**src/rtl/ddr_pkg.sv**
```systemverilog
// ddr_pkg: shared types and constants for the note sequencer and its pattern ROM
package ddr_pkg;
  typedef enum logic [2:0] {IDLE, LEAD, PLAY, PAUSED, DONE} state_t;
  localparam int LANES = 4;
  localparam logic [1:0] TEMPO_1X  = 2'd0;
  localparam logic [1:0] TEMPO_3_4 = 2'd1;
  localparam logic [1:0] TEMPO_1_2 = 2'd2;
  localparam logic [1:0] TEMPO_1_4 = 2'd3;
  function automatic int beat_period(int t, int sel);
    return t - (t / 4) * sel;
  endfunction
endpackage

```
**src/rtl/pattern_rom.sv**
```systemverilog
// pattern_rom: combinational song table, one 4-bit lane mask per step
// ports: addr step index in; mask lane mask out (0 = rest, 0 beyond the song end)
module pattern_rom
  import ddr_pkg::*;
#(
  parameter int STEP_W      = 5,
  parameter int PATTERN_LEN = 32,
  parameter bit TEST_SONG   = 1'b0
) (
  input  logic [STEP_W-1:0] addr,
  output logic [LANES-1:0]  mask
);
  always_comb begin
    mask = '0;
    if (int'(addr) < PATTERN_LEN) begin
      if (TEST_SONG)
        case (int'(addr))
          0:       mask = 4'b0001;
          1:       mask = 4'b0110;
          2:       mask = 4'b0000;
          3:       mask = 4'b1000;
          default: mask = '0;
        endcase
      else
        case (int'(addr))
          0:       mask = 4'b0001;
          1:       mask = 4'b0010;
          2:       mask = 4'b0100;
          3:       mask = 4'b1000;
          4:       mask = 4'b0001;
          5:       mask = 4'b0000;
          6:       mask = 4'b0011;
          7:       mask = 4'b0000;
          8:       mask = 4'b1000;
          9:       mask = 4'b0100;
          10:      mask = 4'b0010;
          11:      mask = 4'b0001;
          12:      mask = 4'b1001;
          13:      mask = 4'b0000;
          14:      mask = 4'b0110;
          15:      mask = 4'b0000;
          16:      mask = 4'b0001;
          17:      mask = 4'b0001;
          18:      mask = 4'b0010;
          19:      mask = 4'b0010;
          20:      mask = 4'b0100;
          21:      mask = 4'b0100;
          22:      mask = 4'b1000;
          23:      mask = 4'b0000;
          24:      mask = 4'b0101;
          25:      mask = 4'b1010;
          26:      mask = 4'b0101;
          27:      mask = 4'b1010;
          28:      mask = 4'b0000;
          29:      mask = 4'b1100;
          30:      mask = 4'b0011;
          31:      mask = 4'b1111;
          default: mask = '0;
        endcase
    end
  end
endmodule

```
**src/rtl/note_sequencer.sv**
```systemverilog
// note_sequencer: plays a fixed 4-lane note pattern at a selectable tempo after a count-in
// ports: clk, reset (sync, active-high); start (rising edge starts a song), pause (level),
//   tempo_sel (beat period select, sampled on start); lane_en (one-cycle lane pulses),
//   score_clr (one-cycle pulse at song start), lead_count (count-in beats left),
//   step_idx (next step to play), busy (song in progress), song_done (last step played)
module note_sequencer
  import ddr_pkg::*;
#(
  parameter int TICKS_PER_BEAT = 25000000,
  parameter int PATTERN_LEN    = 32,
  parameter int STEP_W         = 5,
  parameter int LEAD_BEATS     = 4,
  parameter bit TEST_SONG      = 1'b0
) (
  input  logic              clk,
  input  logic              reset,
  input  logic              start,
  input  logic              pause,
  input  logic [1:0]        tempo_sel,
  output logic [LANES-1:0]  lane_en,
  output logic              score_clr,
  output logic [2:0]        lead_count,
  output logic [STEP_W-1:0] step_idx,
  output logic              busy,
  output logic              song_done
);
  localparam int CNT_W = $clog2(TICKS_PER_BEAT);
  localparam logic [CNT_W-1:0] PM1_1X  = CNT_W'(beat_period(TICKS_PER_BEAT, int'(TEMPO_1X)) - 1);
  localparam logic [CNT_W-1:0] PM1_3_4 = CNT_W'(beat_period(TICKS_PER_BEAT, int'(TEMPO_3_4)) - 1);
  localparam logic [CNT_W-1:0] PM1_1_2 = CNT_W'(beat_period(TICKS_PER_BEAT, int'(TEMPO_1_2)) - 1);
  localparam logic [CNT_W-1:0] PM1_1_4 = CNT_W'(beat_period(TICKS_PER_BEAT, int'(TEMPO_1_4)) - 1);
  localparam logic [STEP_W-1:0] LAST_STEP = STEP_W'(PATTERN_LEN - 1);
  localparam logic [2:0] INIT_LEAD = 3'(LEAD_BEATS);
  state_t state, state_n, run;
  logic resume_play, resume_play_n, start_q, go, frozen, tick;
  logic [CNT_W-1:0] cnt, cnt_n, pm1, pm1_n, pm1_sel;
  logic [STEP_W-1:0] step_n;
  logic [2:0] lead_n;
  logic [LANES-1:0] mask, lane_n;
  logic clr_n, done_n;
  pattern_rom #(.STEP_W(STEP_W), .PATTERN_LEN(PATTERN_LEN), .TEST_SONG(TEST_SONG)) u_rom (
    .addr(step_idx),
    .mask(mask)
  );
  // period is stored as P-1 so the full T fits the counter width
  assign pm1_sel = tempo_sel == TEMPO_1X  ? PM1_1X  :
                   tempo_sel == TEMPO_3_4 ? PM1_3_4 :
                   tempo_sel == TEMPO_1_2 ? PM1_1_2 : PM1_1_4;
  always_ff @(posedge clk) begin
    if (reset) begin
      state       <= IDLE;
      resume_play <= 1'b0;
      start_q     <= 1'b0;
      cnt         <= '0;
      pm1         <= '0;
      step_idx    <= '0;
      lead_count  <= '0;
      lane_en     <= '0;
      score_clr   <= 1'b0;
      song_done   <= 1'b0;
      busy        <= 1'b0;
    end else begin
      state       <= state_n;
      resume_play <= resume_play_n;
      start_q     <= start;
      cnt         <= cnt_n;
      pm1         <= pm1_n;
      step_idx    <= step_n;
      lead_count  <= lead_n;
      lane_en     <= lane_n;
      score_clr   <= clr_n;
      song_done   <= done_n;
      busy        <= state == LEAD || state == PLAY || state == PAUSED;
    end
  end
  // a released PAUSED cycle behaves as the saved state so counting resumes without a lost cycle
  always_comb begin
    go            = start & ~start_q;
    run           = state == PAUSED ? (resume_play ? PLAY : LEAD) : state;
    frozen        = pause && (run == LEAD || run == PLAY);
    tick          = cnt == pm1;
    state_n       = state;
    resume_play_n = resume_play;
    cnt_n         = cnt;
    pm1_n         = pm1;
    step_n        = step_idx;
    lead_n        = lead_count;
    lane_n        = '0;
    clr_n         = 1'b0;
    done_n        = 1'b0;
    if (frozen) begin
      state_n       = PAUSED;
      resume_play_n = run == PLAY;
    end else if (run == IDLE || run == DONE) begin
      if (go) begin
        // the go cycle is beat count 0, so the counter leaves it at 1 (mod P)
        clr_n   = 1'b1;
        pm1_n   = pm1_sel;
        cnt_n   = pm1_sel == '0 ? '0 : CNT_W'(1);
        step_n  = '0;
        lead_n  = INIT_LEAD;
        state_n = LEAD_BEATS == 0 ? PLAY : LEAD;
      end
    end else begin
      state_n = run;
      cnt_n   = tick ? '0 : cnt + 1'b1;
      if (tick && run == LEAD) begin
        lead_n  = lead_count - 1'b1;
        state_n = lead_count == 3'd1 ? PLAY : LEAD;
      end
      if (tick && run == PLAY) begin
        lane_n = mask;
        if (step_idx == LAST_STEP) begin
          done_n  = 1'b1;
          state_n = DONE;
        end else
          step_n = step_idx + 1'b1;
      end
    end
  end
endmodule

```
**config.mk**
```make
export PLATFORM = sky130hd
export DESIGN_NAME = note_sequencer
export DESIGN_NICKNAME = d
export VERILOG_FILES = /design/src/rtl/ddr_pkg.sv /design/src/rtl/pattern_rom.sv /design/src/rtl/note_sequencer.sv
export SDC_FILE = /design/constraint.sdc
export NUM_CORES = 1
export LEC_CHECK = 0
export ABC_AREA = 1
export CORE_MARGIN = 2
export CORE_UTILIZATION = 50
export CTS_CLUSTER_SIZE = 20
export DETAILED_ROUTE_END_ITERATION = 7
export PLACE_DENSITY_LB_ADDON = 0.2
export SYNTH_ARGS = -nofsm -noshare
export SYNTH_HDL_FRONTEND = slang
export SYNTH_HIERARCHICAL = 1
export SYNTH_SLANG_ARGS = --single-unit
```
**constraint.sdc**
```tcl
create_clock -name clk -period 2.1 [get_ports clk]
set_input_delay 0.42 -clock clk [delete_from_list [all_inputs] [get_ports clk]]
set_output_delay 0.42 -clock clk [all_outputs]
set_load 0.01 [all_outputs]
```
==> results.yml <==
place:
  dp_hpwl_um: 5739
  dpl.cell_count: 600
  pre_cts_slack_ns: 0.1021
  gp_congestion: 0.8851
  dpl_cell_area_um2: 3714
  port_buffers: 20
clock_tree:
  h-tree-depth: 2
  cts_resized: 0
  cts-hold-fix-buffers: 0
  post_cts_buffers: 0
  cts_tree: "built"
  clock_path_buffers: 2
  clk_latency_ns: 0.33
  clock_sinks: 53
  clockRootBuffer: "clkbuf_8"
  clkSlewWorstSetupHoldPaths_ns: 0.11
  cts_buffers: 5
synth:
  synth_top_cell_by_area: "dfxtp_1"
  synth_area_leaders: "dfxtp_1 31%, nand2_1 17%, a21oi_1 5.3%, inv_1 4.3%, nor2_1 4.2%"
  synth_xor_area_frac: 0.03835
  syn_area_per_cell_um2: 6.784
  synthMuxAreaShare: 0
  yosys.area_share.simple: 0.4021
  ys_types: 42
  async_flop_share: 0
  syn_area_um2: 3426
  synth_top_area_share: 0.3097
  syn_inst: 505
  syn_nets: 520
  synth_fa_ha_area_frac: 0.03287
  yosysWarnings: 6
  synth-compound-area-share: 0.1245
  ys_seq_area_frac: 0.3097
  synth_edf_count: 0
  synth-seq-cells: 53
  synth_top_family_by_area: "simple AND/OR/NAND/NOR gates"
  synthFlopType: "dfxtp_1"
grt:
  grt_max_degree: 27
  antenna_found_initial: 0
  grt.total_usage: 0.2196
  grt_pass1_wl_um: 13420
  grt_pass1_vias: 2916
  grt-ovfl-total: 0
layout:
  area_growth_pct: 11.36
  nets: 542
  diodes: 0
  final_area_um2: 3815
  mostFrequentLayoutCells: "153 x nand2_1, 50 x dfxtp_1, 39 x inv_1"
  drive_gt1_frac: 0.1837
  final_common_cell: "nand2_1"
  final_cells: 608
sta:
  finalSetupViolCount: 0
  max_clock_freq_ghz: 0.5101
  slew_viol_final: 0
  rsz0062_at_grt: "no"
  min_period_ns: 1.960
  tns_ns: 0
  tightest_slew_ns: 0.5202
  finalWorstSetupSlack_ns: 0.1397
  relSlewSlack: 0.6527
  finClkSkew_ns: 0.01383
  finalCritPeriodShare: 0.9335
  hold_viol_final: 0
drt:
  drc: 0
  routed_via_density: 5.293
  postRouteWirelength_um: 7809
  firstDrtPassIters: 5
  num_vias: 3218
  final_antenna_net_count: 0
  drt_iter0_drc: 164
  wl_per_cell_um: 12.84
setup_path:
  cpPeakStageDelay_ns: 0.54
  crit_buf_inv: 2
  worst-setup-path-type: "reg -> reg"
  crit_fanout: 21
  start_kind: "flop"
  cpMostUsedCell: "nand2_1"
  worstSetupEndpointType: "flop"
  critPathSlowestCell: "dfxtp_1"
  r2r_slack_ns: 0.14
  cp.required_ns: 2.30
  crit_family: "simple AND/OR/NAND/NOR gates"
  cp_cell_sequence: "inv_2 > nand2_1 > nand2_1 > nor2_1 > nand2_1 > nor2_4 > nand3_4 > nand2_2 > inv_2 > nand3_1 > a21oi_1"
  cp.arrival_ns: 2.16
power:
  switchingPower_mw: 0.8974
  swShare: 0.3687
  p_per_area_nw_per_um2: 638.1
  peakVddDrop_v: 0.0004815
  p_seq_frac: 0.457
  design_power_total_mw: 2.434
  leakage_nw: 1.596
  p_int_mw: 1.537
  combPwrFrac: 0.278
  clock_power_share: 0.265
floorplan:
  core-area_um2: 6719
  initial_core_util: 0.5099
  ioPinCount: 21
  die_y_um: 86.78
  rows: 30
  dieArea_um2: 7530
  die_x_um: 86.78
outcome:
  outcome: "complete, no violations"
hold_path:
  min_path_type: "reg -> reg"
job:
  maxCapViolations: 0
==> metrics by stage <==
step / hold slack (ns) / util
detailed placement: 0.4775 / 0.5527
global placement: 0.4691 / 0.5527
CTS: 0.4940 / 0.5672
finish: 0.4867 / 0.5678
global route: 0.5116 / 0.5678
floorplan: 0.4410 / -
==> metal layers <==
| layer | track usage | vias to the layer above | wire length (µm) |
|---|---|---|---|
| met5 | 0 | - | 0 |
| met4 | 0.05966 | 0 | 111 |
| met3 | 0.03810 | 11 | 418 |
| met2 | 0.3469 | 85 | 3474 |
| met1 | 0.3091 | 1465 | 3805 |
| li1 | - | 1657 | - |
==> path summary, 6_finish.rpt <==
| check | cells past startpoint | startpoint | endpoint |
|---|---|---|---|
| worst min-delay path | 2 | lead_count[1]$_SDFFE_PP0P_ | lead_count[1]$_SDFFE_PP0P_ |
| worst max register to register | 11 | pm1[20]$_SDFFE_PP0P_ | cnt[22]$_SDFFE_PP0P_ |
| worst max-delay path | 11 | pm1[20]$_SDFFE_PP0P_ | cnt[22]$_SDFFE_PP0P_ |
| worst min register to register | 2 | lead_count[1]$_SDFFE_PP0P_ | lead_count[1]$_SDFFE_PP0P_ |
==> cells by family (layout without fill, tap and decap cells) <==
kind of cell    after synthesis  in the layout
simple gates                282            282
buf+inv                      78            101
compound gates               68             68
flops                        53             53
xor+xnor                     15             15
fa+ha+maj                     9              9
==> flip-flops by register name (all words and copies together), names as in the netlist <==
| signal | cells |
|---|---|
| cnt | 25 |
| pm1 | 8 |
| step_idx | 5 |
| lane_en | 4 |
| lead_count | 3 |
| state | 3 |
| busy | 1 |
| resume_play | 1 |
| score_clr | 1 |
| song_done | 1 |
| start_q | 1 |
==> Yosys cell counts, types with 4 or more instances <==
master,number
nor2_4,8
nor2_2,5
nand3_1,21
nand2_1,153
ha_1,9
xor2_1,12
inv_1,39
nor3_1,12
dfxtp_1,53
buf_2,4
or2_2,4
o21ai_2,7
nand2_2,7
o21ai_0,9
clkbuf_1,6
nand3_2,9
nor2_1,38
a21oi_1,36
nand4_1,16
inv_2,24
a21oi_2,4
==> cell type report <==
class | instances | area, µm²
clock buffers | 5 | 68.82
clock inverters | 3 | 28.78
fillers | 677 | 2904
inverters | 65 | 244.0
multi-input cells | 374 | 2048
flip-flops and latches | 53 | 1065
well taps | 80 | 100.1
repair buffers | 28 | 260.3
==> worst min-delay path: stages (launching register included) <==
cell and delay (ns):
dfxtp_1 0.34, nand2_1 0.06, a21oi_1 0.05
==> power groups by stage <==
stage | clock (mW) | sequential (mW) | combinational, mW
floorplan | 0 | 1.13 | 0.522
global placement | 0 | 1.13 | 0.667
detailed placement | 0 | 1.13 | 0.674
CTS | 0.658 | 1.11 | 0.678
global route | 0.693 | 1.12 | 0.758
finish | 0.645 | 1.11 | 0.677
Note: power is estimated with default switching activity, not from simulation.
